--- src/rtl/noc_pkg.sv ---
// Shared types for the NoC receive endpoint: flit type encoding,
// receive framing states and the default flit width.
package noc_pkg;

    localparam int NOC_DATA_WIDTH = 34;
    // Type field spans [DATA_WIDTH-1 : DATA_WIDTH-1-FLIT_TYPE_MSB].
    localparam int FLIT_TYPE_MSB  = 1;

    typedef enum logic [1:0] {
        FLIT_BODY   = 2'b00,
        FLIT_HEAD   = 2'b01,
        FLIT_TAIL   = 2'b10,
        FLIT_SINGLE = 2'b11
    } flit_type_e;

    typedef enum logic {
        RX_IDLE = 1'b0,
        RX_OPEN = 1'b1
    } rx_state_e;

endpackage

--- src/rtl/noc_sync_fifo.sv ---
// Circular receive buffer with an extra pointer bit for full/empty
// and a registered head entry.
module noc_sync_fifo
    import noc_pkg::*;
#(
    parameter int DATA_WIDTH = NOC_DATA_WIDTH,
    parameter int FIFO_DEPTH = 4
) (
    input  logic                  clk_i,
    input  logic                  rst_ni,
    input  logic                  push,
    input  logic [DATA_WIDTH-1:0] wdata,
    input  logic                  pop,
    output logic                  full,
    output logic                  empty,
    output logic [DATA_WIDTH-1:0] head
);

    localparam int AW = $clog2(FIFO_DEPTH);
    localparam logic [AW:0] PTR_ONE = 1;

    logic [DATA_WIDTH-1:0] mem [FIFO_DEPTH];
    logic [DATA_WIDTH-1:0] head_q;
    logic [AW:0]           wr_ptr;
    logic [AW:0]           rd_ptr;
    logic [AW:0]           rd_next;
    logic                  bypass;

    assign rd_next = pop ? rd_ptr + PTR_ONE : rd_ptr;
    assign bypass  = push && (wr_ptr[AW-1:0] == rd_next[AW-1:0]);

    assign empty = (wr_ptr == rd_ptr);
    assign full  = (wr_ptr[AW] != rd_ptr[AW]) &&
                   (wr_ptr[AW-1:0] == rd_ptr[AW-1:0]);
    assign head  = head_q;

    always_ff @(posedge clk_i) begin
        if (push) begin
            mem[wr_ptr[AW-1:0]] <= wdata;
        end
    end

    // Head tracks the entry at the post-update read pointer, taking
    // the incoming word when it lands exactly there.
    always_ff @(posedge clk_i) begin
        if (!rst_ni) begin
            wr_ptr <= '0;
            rd_ptr <= '0;
            head_q <= '0;
        end else begin
            if (push) begin
                wr_ptr <= wr_ptr + PTR_ONE;
            end
            rd_ptr <= rd_next;
            if (push || pop) begin
                head_q <= bypass ? wdata : mem[rd_next[AW-1:0]];
            end
        end
    end

endmodule

--- src/rtl/noc_sync_receiver.sv ---
// Clocked endpoint of the two-phase bundled-data link: synchronizes the
// request, buffers flits, acknowledges them and checks packet framing.
module noc_sync_receiver
    import noc_pkg::*;
#(
    parameter int DATA_WIDTH  = NOC_DATA_WIDTH,
    parameter int FIFO_DEPTH  = 4,
    parameter int SYNC_STAGES = 2
) (
    input  logic                  clk_i,
    input  logic                  rst_ni,
    input  logic                  req_up_i,
    input  logic [DATA_WIDTH-1:0] data_up_i,
    output logic                  ack_up_o,
    output logic [DATA_WIDTH-1:0] flit_o,
    output logic                  valid_o,
    input  logic                  ready_i,
    output logic                  pkt_active_o,
    output logic                  tail_done_o,
    output logic                  frame_err_o
);

    logic [SYNC_STAGES-1:0] sync_q;
    logic                   req_sync;
    logic                   ack_q;
    logic                   pending;
    logic                   accept;
    logic                   pop;
    logic                   full;
    logic                   empty;
    flit_type_e             ftype;
    rx_state_e              state_q;
    rx_state_e              state_n;
    logic                   tail_q;
    logic                   tail_n;
    logic                   err_q;
    logic                   err_n;

    assign req_sync = sync_q[SYNC_STAGES-1];
    // The acknowledge level doubles as the expected request phase.
    assign pending  = (req_sync != ack_q);
    assign pop      = !empty && ready_i;
    assign accept   = pending && (!full || pop);
    assign ftype    = flit_type_e'(data_up_i[DATA_WIDTH-1 -: FLIT_TYPE_MSB+1]);

    always_ff @(posedge clk_i) begin
        if (!rst_ni) begin
            sync_q <= '0;
            ack_q  <= 1'b0;
        end else begin
            sync_q <= {sync_q[SYNC_STAGES-2:0], req_up_i};
            if (accept) begin
                ack_q <= ~ack_q;
            end
        end
    end

    noc_sync_fifo #(
        .DATA_WIDTH (DATA_WIDTH),
        .FIFO_DEPTH (FIFO_DEPTH)
    ) u_fifo (
        .clk_i  (clk_i),
        .rst_ni (rst_ni),
        .push   (accept),
        .wdata  (data_up_i),
        .pop    (pop),
        .full   (full),
        .empty  (empty),
        .head   (flit_o)
    );

    always_ff @(posedge clk_i) begin
        if (!rst_ni) begin
            state_q <= RX_IDLE;
            tail_q  <= 1'b0;
            err_q   <= 1'b0;
        end else begin
            state_q <= state_n;
            tail_q  <= tail_n;
            err_q   <= err_n;
        end
    end

    always_comb begin
        state_n = state_q;
        tail_n  = 1'b0;
        err_n   = 1'b0;
        if (accept) begin
            unique case (ftype)
                FLIT_HEAD: begin
                    err_n   = (state_q == RX_OPEN);
                    state_n = RX_OPEN;
                end
                FLIT_SINGLE: begin
                    err_n   = (state_q == RX_OPEN);
                    tail_n  = 1'b1;
                    state_n = RX_IDLE;
                end
                FLIT_TAIL: begin
                    err_n   = (state_q == RX_IDLE);
                    tail_n  = (state_q == RX_OPEN);
                    state_n = RX_IDLE;
                end
                FLIT_BODY: begin
                    err_n   = (state_q == RX_IDLE);
                end
                default: begin
                    state_n = state_q;
                end
            endcase
        end
    end

    assign ack_up_o     = ack_q;
    assign valid_o      = !empty;
    assign pkt_active_o = (state_q == RX_OPEN);
    assign tail_done_o  = tail_q;
    assign frame_err_o  = err_q;

endmodule

--- config.mk ---
export PLATFORM = sky130hd
export DESIGN_NAME = noc_sync_receiver
export DESIGN_NICKNAME = d
export VERILOG_FILES = /design/src/rtl/noc_pkg.sv /design/src/rtl/noc_sync_fifo.sv /design/src/rtl/noc_sync_receiver.sv
export SDC_FILE = /design/constraint.sdc
export NUM_CORES = 1
export LEC_CHECK = 0
export BUFFER_PORTS_ARGS = -buffer_cell sky130_fd_sc_hd__buf_2
export CAP_MARGIN = 10
export CORE_MARGIN = 5
export CORE_UTILIZATION = 50
export DETAILED_ROUTE_END_ITERATION = 7
export PLACE_DENSITY_LB_ADDON = 0.3
export SLEW_MARGIN = 5
export SYNTH_ARGS = -nofsm -noshare
export SYNTH_HDL_FRONTEND = slang
export SYNTH_SLANG_ARGS = --single-unit
--- constraint.sdc ---
create_clock -name clk_i -period 3.5 [get_ports clk_i]
set_input_delay 0.175 -clock clk_i [delete_from_list [all_inputs] [get_ports clk_i]]
set_output_delay 0.175 -clock clk_i [all_outputs]
set_load 0.005 [all_outputs]
==> flow_summary.ini, run 1 <==
[status]
status = complete, no violations

[floorplanning]
die-height_microns = 135
initial_core_util_pct = 51.2
ios = 77
die_w_microns = 135
die_area_sq_mm = 0.0182
core_sq_mm = 0.0153
num_rows = 45

[drt]
drcViolationCount = 0
routedWlPerCell_microns = 23.2
wirelength_mm = 21.0
vias_per_cell = 6.46
dr.pass1.iters = 5
dr.first_iter.drc_count = 614
final_antenna_net_count = 0
vias = 5858

[power]
internal_power_mw = 4.00
p_per_area_mw_per_mm2 = 567
clkPwrFrac_pct = 39.1
p_comb_share_pct = 14.4
swShare_pct = 25.3
ir_drop_mv = 0.365
p_seq_share_pct = 46.5
p_leak_nw = 3.25
p_switching_mw = 1.36

[timing]
setup_viol_count_final = 0
relSlewSlack_pct = 41.3
fin_crit_sh_pct = 84.4
max_clock_freq_ghz = 0.338
clock_skew_ns = 0.00821
tightestPinTransition_ns = 0.880
fin_setup_tns_ns = 0
rsz0062_at_grt = no
final_hold_viol_count = 0
period_minus_slack_ns = 2.95
fin_ws_ns = 0.545
finalMaxSlewViolations = 0

[cells_and_area]
antenna_cells = 0
drive_above_1_share_pct = 21.0
utilization_pct = 62.0
layout_common_cells = edfxtp_1 (136), buf_2 (76), o22a_1 (62)
nNetsFinal = 726
final_area_sq_mm = 0.00946
fillers = 1134
layout_commonest_cell = edfxtp_1
area_growth_pct = 21.2

[hold_path]
worstHoldPathCells = 1
hp-class = in -> reg
hp-start = data_up_i[26]
hold_end = u_fifo.mem[3][26]$_DFFE_PP_

[critical_path]
regToRegSetupSlack_ns = 0.55
regToRegStartpoint = u_fifo.rd_ptr[1]$_SDFF_PN0_
cp_cell_sequence = ha_1, xnor2_1, nand3_1, o221a_2, o211ai_1, o31ai_1
required_ns = 3.82
worstSetupEndpointType = flip-flop
arrival_ns = 3.28
critical_path.max_fanout = 33
path_class = reg -> reg
rr_worst_depth = 6
cp_slowest_cell = o221a_2
start_kind = flip-flop
max_stage_delay_ns = 0.81
r2r-end = u_fifo.head[11]$_SDFFE_PN0P_

[logic_synthesis]
ys_warn_count = 0
synth-edff-count = 136
synth_seq_cells = 182
syn_area_per_cell_sq_um = 13.3
syn_area_sq_mm = 0.00780
synth-main-ff-cell = edfxtp_1
seq_area_frac_synth_pct = 64.1
async_reset_ff_share_pct = 0
ys_types = 48
syn-num-nets = 629
netlist_instances = 586

[global_route]
grt_usage_pct = 23.3
gr-max-usage-layer = met2
antenna_found_initial = 0
grt_util_met1_pct = 30.0
grt_max_degree = 71
use_met2_pct = 38.5
grt_pass1_wl_mm = 32.6
use_met3_pct = 4.17
grt_overflow_total = 0
grt_pass1_vias = 6060

[job]
max-cap-violations = 0

[clocking]
insertion_delay_ns = 0.43
cts_tree = yes
htreeDepth = 4
cts-root-buf = clkbuf_16
clk_path_buf_depth = 2
cts_resized = 0
clk_pin_slew_ns = 0.07
numCtsBuffers = 17
cts_sinks = 182

[placed_design]
gp_congestion = 0.822
place_area_sq_mm = 0.00850
port_buffers = 76
pre_cts_slack_ns = 0.589
dp_hpwl_mm = 12.0
[synth_stat cells, drive strengths merged, types with 2 or more instances]
cell / number / share of area (%)
xnor2: 8 / 0.99
mux2i: 4 / 0.51
and2: 40 / 3.2
ha: 5 / 0.80
a31oi: 3 / 0.32
nand3: 7 / 0.45
nand4: 4 / 0.32
mux4: 3 / 0.87
and3: 2 / 0.16
o22ai: 32 / 2.6
clkbuf: 34 / 1.7
o22a: 63 / 7.1
o31ai: 34 / 3.5
nor2: 46 / 2.2
inv: 7 / 0.34
a21oi: 6 / 0.43
nand2: 4 / 0.19
dfxtp: 46 / 12
xor2: 5 / 0.75
a32oi: 32 / 3.6
o2111ai: 2 / 0.22
o211ai: 31 / 3.0
buf: 16 / 1.2
edfxtp: 136 / 52
a21o: 2 / 0.19
[stage by stage]
stage / std cells / power [mW] / hold WS [ns]
5_1_grt: 907 / 5.54 / 0.0151
3_3_place_gp: 844 / 3.25 / 0.389
4_1_cts: 907 / 5.38 / 0.00251
2_1_floorplan: 586 / 2.94 / 0.272
6_report: 907 / 5.36 / 0.0159
3_5_place_dp: 844 / 3.27 / 0.396
[timing repair]
item / in CTS / in global routing
hold endpoints to repair: 121 / 0
hold buffers: 31 / 0
setup buffers: 0 / 0
[flip-flops by register name, summed over array words and instances (netlist names)]
signal	flops
frame_err_o	1
u_fifo.mem	136
u_fifo.wr_ptr	3
tail_done_o	1
u_fifo.head	34
ack_up_o	1
u_fifo.rd_ptr	3
pkt_active_o	1
sync_q	2
[power by group through the flow]
stage	sequential [mW]	combinational [mW]	clock [mW]
finish	2.50	0.773	2.09
global route	2.50	0.829	2.21
CTS	2.49	0.768	2.11
detailed placement	2.54	0.736	0
global placement	2.53	0.718	0
floorplan	2.52	0.428	0
[final cells by class]
cell class	instances	area [sq um]	share of cell area (%)
Timing Repair Buffer	128	923	9.76
Multi-Input combinational cell	346	2590	27.3
Sequential cell	182	5010	52.9
Inverter	8	30.0	0.317
Clock inverter	14	224	2.37
Tap cell	211	264	2.79
Clock buffer	18	429	4.54
[worst max path at each step]
stage | start | slack [ns] | cells after the start | endpoint
floorplan | u_fifo.wr_ptr[0]$_SDFFE_PN0P_ | 0.94 | 4 | u_fifo.mem[3][0]$_DFFE_PP_
global placement | u_fifo.rd_ptr[1]$_SDFF_PN0_ | 0.69 | 6 | u_fifo.head[8]$_SDFFE_PN0P_
detailed placement | u_fifo.rd_ptr[1]$_SDFF_PN0_ | 0.59 | 6 | u_fifo.head[15]$_SDFFE_PN0P_
CTS | u_fifo.rd_ptr[1]$_SDFF_PN0_ | 0.57 | 6 | u_fifo.head[29]$_SDFFE_PN0P_
global route | u_fifo.rd_ptr[1]$_SDFF_PN0_ | 0.32 | 6 | u_fifo.head[29]$_SDFFE_PN0P_
finish | u_fifo.rd_ptr[1]$_SDFF_PN0_ | 0.55 | 6 | u_fifo.head[11]$_SDFFE_PN0P_
[critical path: cells and delay by family, from the launching register on]
kind / cells / cell delay [ns]
AOI/OAI and AO/OA: 3 / 1.34
and+or+nand+nor: 1 / 0.16
adders and majority gates: 1 / 0.46
xor gates and xnor gates: 1 / 0.17
DFF: 1 / 0.70
[kinds of logic after synthesis]
kind of cell	count (synthesis)	share of synthesized area, %
compound gates	214	21.9
flops	182	64.1
simple gates	107	6.86
buf+inv	58	3.19
xor+xnor	13	1.75
mux	7	1.38
fa+ha+maj	5	0.802
[metal layers]
metal / share of wire, % / vias to the layer above / wire, microns
met4: 3.2 / 0 / 667
met3: 7.9 / 65 / 1660
met5: 0 / - / 0
met2: 50 / 340 / 10400
li1: - / 2558 / -
met1: 39 / 2895 / 8280
Note: power is estimated with default switching activity, not from simulation.
==> inputs of run 2 (changes only) <==
==> constraint.sdc (replaced) <==
create_clock -name clk_i -period 2.9 [get_ports clk_i]
set_input_delay 0.145 -clock clk_i [delete_from_list [all_inputs] [get_ports clk_i]]
set_output_delay 0.145 -clock clk_i [all_outputs]
set_load 0.005 [all_outputs]
==> run 2 against run 1 <==
  * Clock skew rose by 0.00099 ns
  * Largest cell class unchanged
  * Maximum frequency up 20%
  * Hold slack better by 0.0090 ns
  * Via count is 1.7% lower
  * First-iteration DRC count down 4.7%
  * Critical endpoint is now u_fifo.head[30]$_SDFFE_PN0P_
  * Clock power increased by 6%
  * Die area is the same
  * Worst setup slack lost 0.12 ns
  * Sequential share of layout area is 0.27 points higher
  * Sequential power is 20% higher
  * Count of clock-buffer cells in the layout is 6 higher
  * Largest power group unchanged
==> flow_summary.ini, run 2 (synthesized netlist as in run 1, its figures left out) <==
[status]
status = complete, no violations

[power]
p_seq_share_pct = 49.0
internal_power_mw = 4.58
clkPwrFrac_pct = 36.1
total_power_mw = 6.14
ir_drop_mv = 0.415
p_switching_mw = 1.55
p_comb_share_pct = 14.9
p_per_area_mw_per_mm2 = 652
p_leak_nw = 3.24
swShare_pct = 25.3

[cells_and_area]
layout_common_cells = edfxtp_1 (136), buf_2 (76), o22a_1 (63)
antenna_cells = 0
final_area_sq_mm = 0.00941
area_growth_pct = 20.6
nNetsFinal = 731
layout_commonest_cell = edfxtp_1
largest_register_ffs = 136
drive_above_1_share_pct = 20.3

[hold_path]
hp-class = in -> reg
worstHoldPathCells = 1

[global_route]
grt_max_degree = 72
antenna_found_initial = 0
grt_pass1_vias = 5980
grt_pass1_wl_mm = 31.6
grt_usage_pct = 22.7
grt_overflow_total = 0

[critical_path]
worstSetupEndpointType = flip-flop
cp_num_cells = 6
path_class = reg -> reg
cp_num_buf_inv = 1
start_kind = flip-flop
cp_cell_sequence = xor2_1, o31ai_4, o32a_1, buf_4, o22ai_1, o31ai_1
max_stage_delay_ns = 0.57
arrival_ns = 2.80
cp_slowest_cell = dfxtp_1
cpLargestDelayFamily = compound AO/OA/AOI/OAI gates
required_ns = 3.23
critical_path.max_fanout = 32
rr_worst_depth = 6

[job]
max-cap-violations = 0

[drt]
dr.first_iter.drc_count = 585
final_antenna_net_count = 0
routedWlPerCell_microns = 22.6
wirelength_mm = 20.6
vias_per_cell = 6.31
dr.pass1.iters = 5
vias = 5759
drcViolationCount = 0

[clocking]
cts_tree = yes
htreeDepth = 4
cts_resized = 0
insertion_delay_ns = 0.43
cts_sinks = 182
numCtsBuffers = 17
clk_path_buf_depth = 2
clk_pin_slew_ns = 0.06
cts-root-buf = clkbuf_16

[floorplanning]
die-height_microns = 135
core_sq_mm = 0.0153
die_area_sq_mm = 0.0182
ios = 77
die_w_microns = 135
initial_core_util_pct = 51.2
num_rows = 45

[timing]
timing.hold.ws_ns = 0.0249
finalMaxSlewViolations = 0
setup_viol_count_final = 0
relSlewSlack_pct = 48.5
clock_skew_ns = 0.00921
period_minus_slack_ns = 2.47
fin_crit_sh_pct = 85.2
max_clock_freq_ghz = 0.405
fin_setup_tns_ns = 0
final_hold_viol_count = 0
rsz0062_at_grt = no
tightestPinTransition_ns = 0.773

[placed_design]
place_area_sq_mm = 0.00852
dp_hpwl_mm = 11.6
port_buffers = 76
gp_congestion = 0.879
[run 2: layer usage]
metal  wire length (microns)  share of wire, %  up-vias  global-route usage [%]
met2                   10400                51      277                    38.4
met5                       0                 0        -                       0
met4                     654               3.2        0                    11.1
met3                    1480               7.2       59                    5.22
met1                    8070                39     2850                    27.3
li1                        -                 -     2573                       -
[run 2: repair_timing]
item | CTS | global route
hold buffers | 33 | 0
buffers inserted | 0 | 0
hold endpoints to repair | 129 | 0
[run 2: final timing paths]
path                            startpoint                           end  slack (ns)
max          u_fifo.wr_ptr[1]$_SDFFE_PN0P_  u_fifo.head[30]$_SDFFE_PN0P_        0.43
min                          data_up_i[32]   u_fifo.mem[1][32]$_DFFE_PP_        0.02
max reg2reg  u_fifo.wr_ptr[1]$_SDFFE_PN0P_  u_fifo.head[30]$_SDFFE_PN0P_        0.43
min reg2reg           sync_q[0]$_SDFF_PN0_          sync_q[1]$_SDFF_PN0_        0.44
[run 2: power groups by stage]
stage / sequential [mW] / clock, mW / combinational, mW
global route: 3.01 / 2.36 / 0.984
CTS: 3.00 / 2.24 / 0.913
global placement: 3.05 / 0 / 0.854
floorplan: 3.04 / 0 / 0.517
detailed placement: 3.06 / 0 / 0.874
finish: 3.00 / 2.22 / 0.914
[run 2: layout make-up]
type                       count  area [sq um]
fill                        1138          5840
timing repair buffer         133           966
sequential                   182          5010
inverter                       8          30.0
clock buffer                  24           462
multi-input combinational    346          2580
clock inverter                 8           101
tap                          211           264
[run 2: through the flow]
stage                     instances  worst slack [ns]  util, %
after floorplan                 586             0.345        -
final                           912             0.428     61.7
after global routing            912             0.273     61.7
after CTS                       912             0.461     61.7
after detailed placement        847             0.479     55.8
after global placement          847             0.598     55.8
==> inputs of run 3 (changes only) <==
--- a/config.mk
+++ b/config.mk
@@ -6,10 +6,11 @@
 export NUM_CORES = 1
 export LEC_CHECK = 0
 export BUFFER_PORTS_ARGS = -buffer_cell sky130_fd_sc_hd__buf_2
-export CAP_MARGIN = 10
+export CAP_MARGIN = 20
 export CORE_MARGIN = 5
 export CORE_UTILIZATION = 50
 export DETAILED_ROUTE_END_ITERATION = 7
+export MAX_ROUTING_LAYER = met4
 export PLACE_DENSITY_LB_ADDON = 0.3
 export SLEW_MARGIN = 5
 export SYNTH_ARGS = -nofsm -noshare
==> run 3 against run 2 <==
  * Maximum frequency is 1.2% lower
  * Total power hardly changed
  * Cell count unchanged
  * Sequential power about the same
  * Worst setup slack worse by 0.031 ns
  * First-iteration DRC count down 1.2%
  * Non-clock buffer count unchanged
  * Design area stayed put
  * Critical path depth stayed put
==> flow_summary.ini, run 3 (synthesized netlist as in run 1, its figures left out) <==
[status]
status = complete, no violations

[clocking]
htreeDepth = 4
cts_sinks = 182
cts_tree = yes
clk_path_buf_depth = 2
numCtsBuffers = 17
post_cts_buffers = 0
clk_pin_slew_ns = 0.06
insertion_delay_ns = 0.43
cts-root-buf = clkbuf_16

[placed_design]
gp_congestion = 0.894
placed_cells = 847
dp_hpwl_mm = 11.6
port_buffers = 76

[floorplanning]
core_sq_mm = 0.0153
ios = 77
die-height_microns = 135
initial_core_util_pct = 51.2
num_rows = 45
die_area_sq_mm = 0.0182
die_w_microns = 135

[cells_and_area]
nNetsFinal = 731
layout.cells.non_filler = 912
layout_common_cells = edfxtp_1 (136), buf_2 (76), o22a_1 (63)
area.sequential_sq_mm = 0.00501
drive_above_1_share_pct = 20.3
antenna_cells = 0
utilization_pct = 61.7
layout_commonest_cell = edfxtp_1
largest_register_ffs = 136
fillers = 1138
multi_input_area_sq_mm = 0.00258
area_growth_pct = 20.6

[critical_path]
required_ns = 3.23
critPathCapture = u_fifo.head[30]$_SDFFE_PN0P_
regToRegSetupSlack_ns = 0.40
startpoint = u_fifo.wr_ptr[1]$_SDFFE_PN0P_
path_class = reg -> reg
start_kind = flip-flop
r2r-end = u_fifo.head[30]$_SDFFE_PN0P_
arrival_ns = 2.83
rr_worst_depth = 6
regToRegStartpoint = u_fifo.wr_ptr[1]$_SDFFE_PN0P_
worstSetupEndpointType = flip-flop
critical_path.max_fanout = 32

[power]
swShare_pct = 25.3
p_switching_mw = 1.55
clkPwrFrac_pct = 36.1
total_power_mw = 6.13
p_leak_nw = 3.24
p_per_area_mw_per_mm2 = 651
internal_power_mw = 4.58
p_seq_share_pct = 49.0
ir_drop_mv = 0.409
p_comb_share_pct = 14.9

[drt]
dr.first_iter.drc_count = 578
routedWlPerCell_microns = 22.6
wirelength_mm = 20.6
vias_per_cell = 6.31
final_antenna_net_count = 0
drcViolationCount = 0
dr.pass1.iters = 5
vias = 5757

[timing]
timing.hold.ws_ns = 0.0307
max_clock_freq_ghz = 0.400
period_minus_slack_ns = 2.50
final_hold_viol_count = 0
finalMaxSlewViolations = 0
clock_skew_ns = 0.00838
tightestPinTransition_ns = 0.776
relSlewSlack_pct = 48.2
fin_crit_sh_pct = 86.3
fin_setup_tns_ns = 0
setup_viol_count_final = 0
rsz0062_at_grt = no

[hold_path]
worstHoldPathCells = 1
hp-class = in -> reg

[global_route]
grt_max_degree = 72
grt_usage_pct = 23.3
grt_overflow_total = 0
gr-max-usage-layer = met2
grt_util_met1_pct = 27.4
use_met3_pct = 4.92
grt_pass1_vias = 5980
use_met2_pct = 38.5
grt_pass1_wl_mm = 31.6
antenna_found_initial = 0

[job]
max-cap-violations = 0
-- run 3: cell counts in the layout (fill, tap and decap cells not counted) --
No cell type changed its count.
-- run 3: worst max-delay path, stage by stage, from the launching register on --
cell	delay, ns
dfxtp_1	0.58
xor2_1	0.28
o31ai_4	0.48
o32a_1	0.22
buf_4	0.41
o22ai_1	0.19
o31ai_1	0.25
-- run 3: worst min path at each step --
stage                                        endpoint     startpoint
after floorplan             pkt_active_o$_SDFFE_PN0P_  data_up_i[33]
after global placement           sync_q[0]$_SDFF_PN0_       req_up_i
after detailed placement         sync_q[0]$_SDFF_PN0_       req_up_i
after CTS                 u_fifo.mem[2][32]$_DFFE_PP_  data_up_i[32]
after global routing      u_fifo.mem[1][32]$_DFFE_PP_  data_up_i[32]
final                     u_fifo.mem[2][32]$_DFFE_PP_  data_up_i[32]
-- run 3: final cells by class --
| type | count | area share, % |
|---|---|---|
| inverter | 8 | 0.319 |
| clock buffer | 24 | 4.90 |
| multi-input combinational | 346 | 27.5 |
| tap | 211 | 2.80 |
| sequential | 182 | 53.2 |
| clock inverter | 8 | 1.08 |
| timing repair buffer | 133 | 10.3 |
-- run 3: routing by layer --
metal,share of wire [%],up-vias,routed length (microns)
li1,-,2575,-
met1,40,2856,8150
met2,50,273,10400
met3,7.1,53,1460
met4,3.0,0,624
met5,0,-,0
-- run 3: through the flow --
stage	cell area, sq um	setup WS (ns)
after floorplan	7800	0.345
after global placement	8520	0.598
after detailed placement	8520	0.479
after CTS	9410	0.461
after global routing	9410	0.273
final	9410	0.397
-- run 3: power by group through the flow --
stage	logic (mW)	clock network (mW)	registers, mW
detailed placement	0.874	0	3.06
floorplan	0.517	0	3.04
global placement	0.854	0	3.05
global route	0.984	2.36	3.01
finish	0.913	2.21	3.00
CTS	0.913	2.24	3.00
-- run 3: timing repair --
item / 4_1_cts / 5_1_grt
endpoints found under the hold margin: 129 / 0
endpoints found under the setup margin: 0 / 0
resized for setup: 0 / 0
hold buffers: 33 / 0
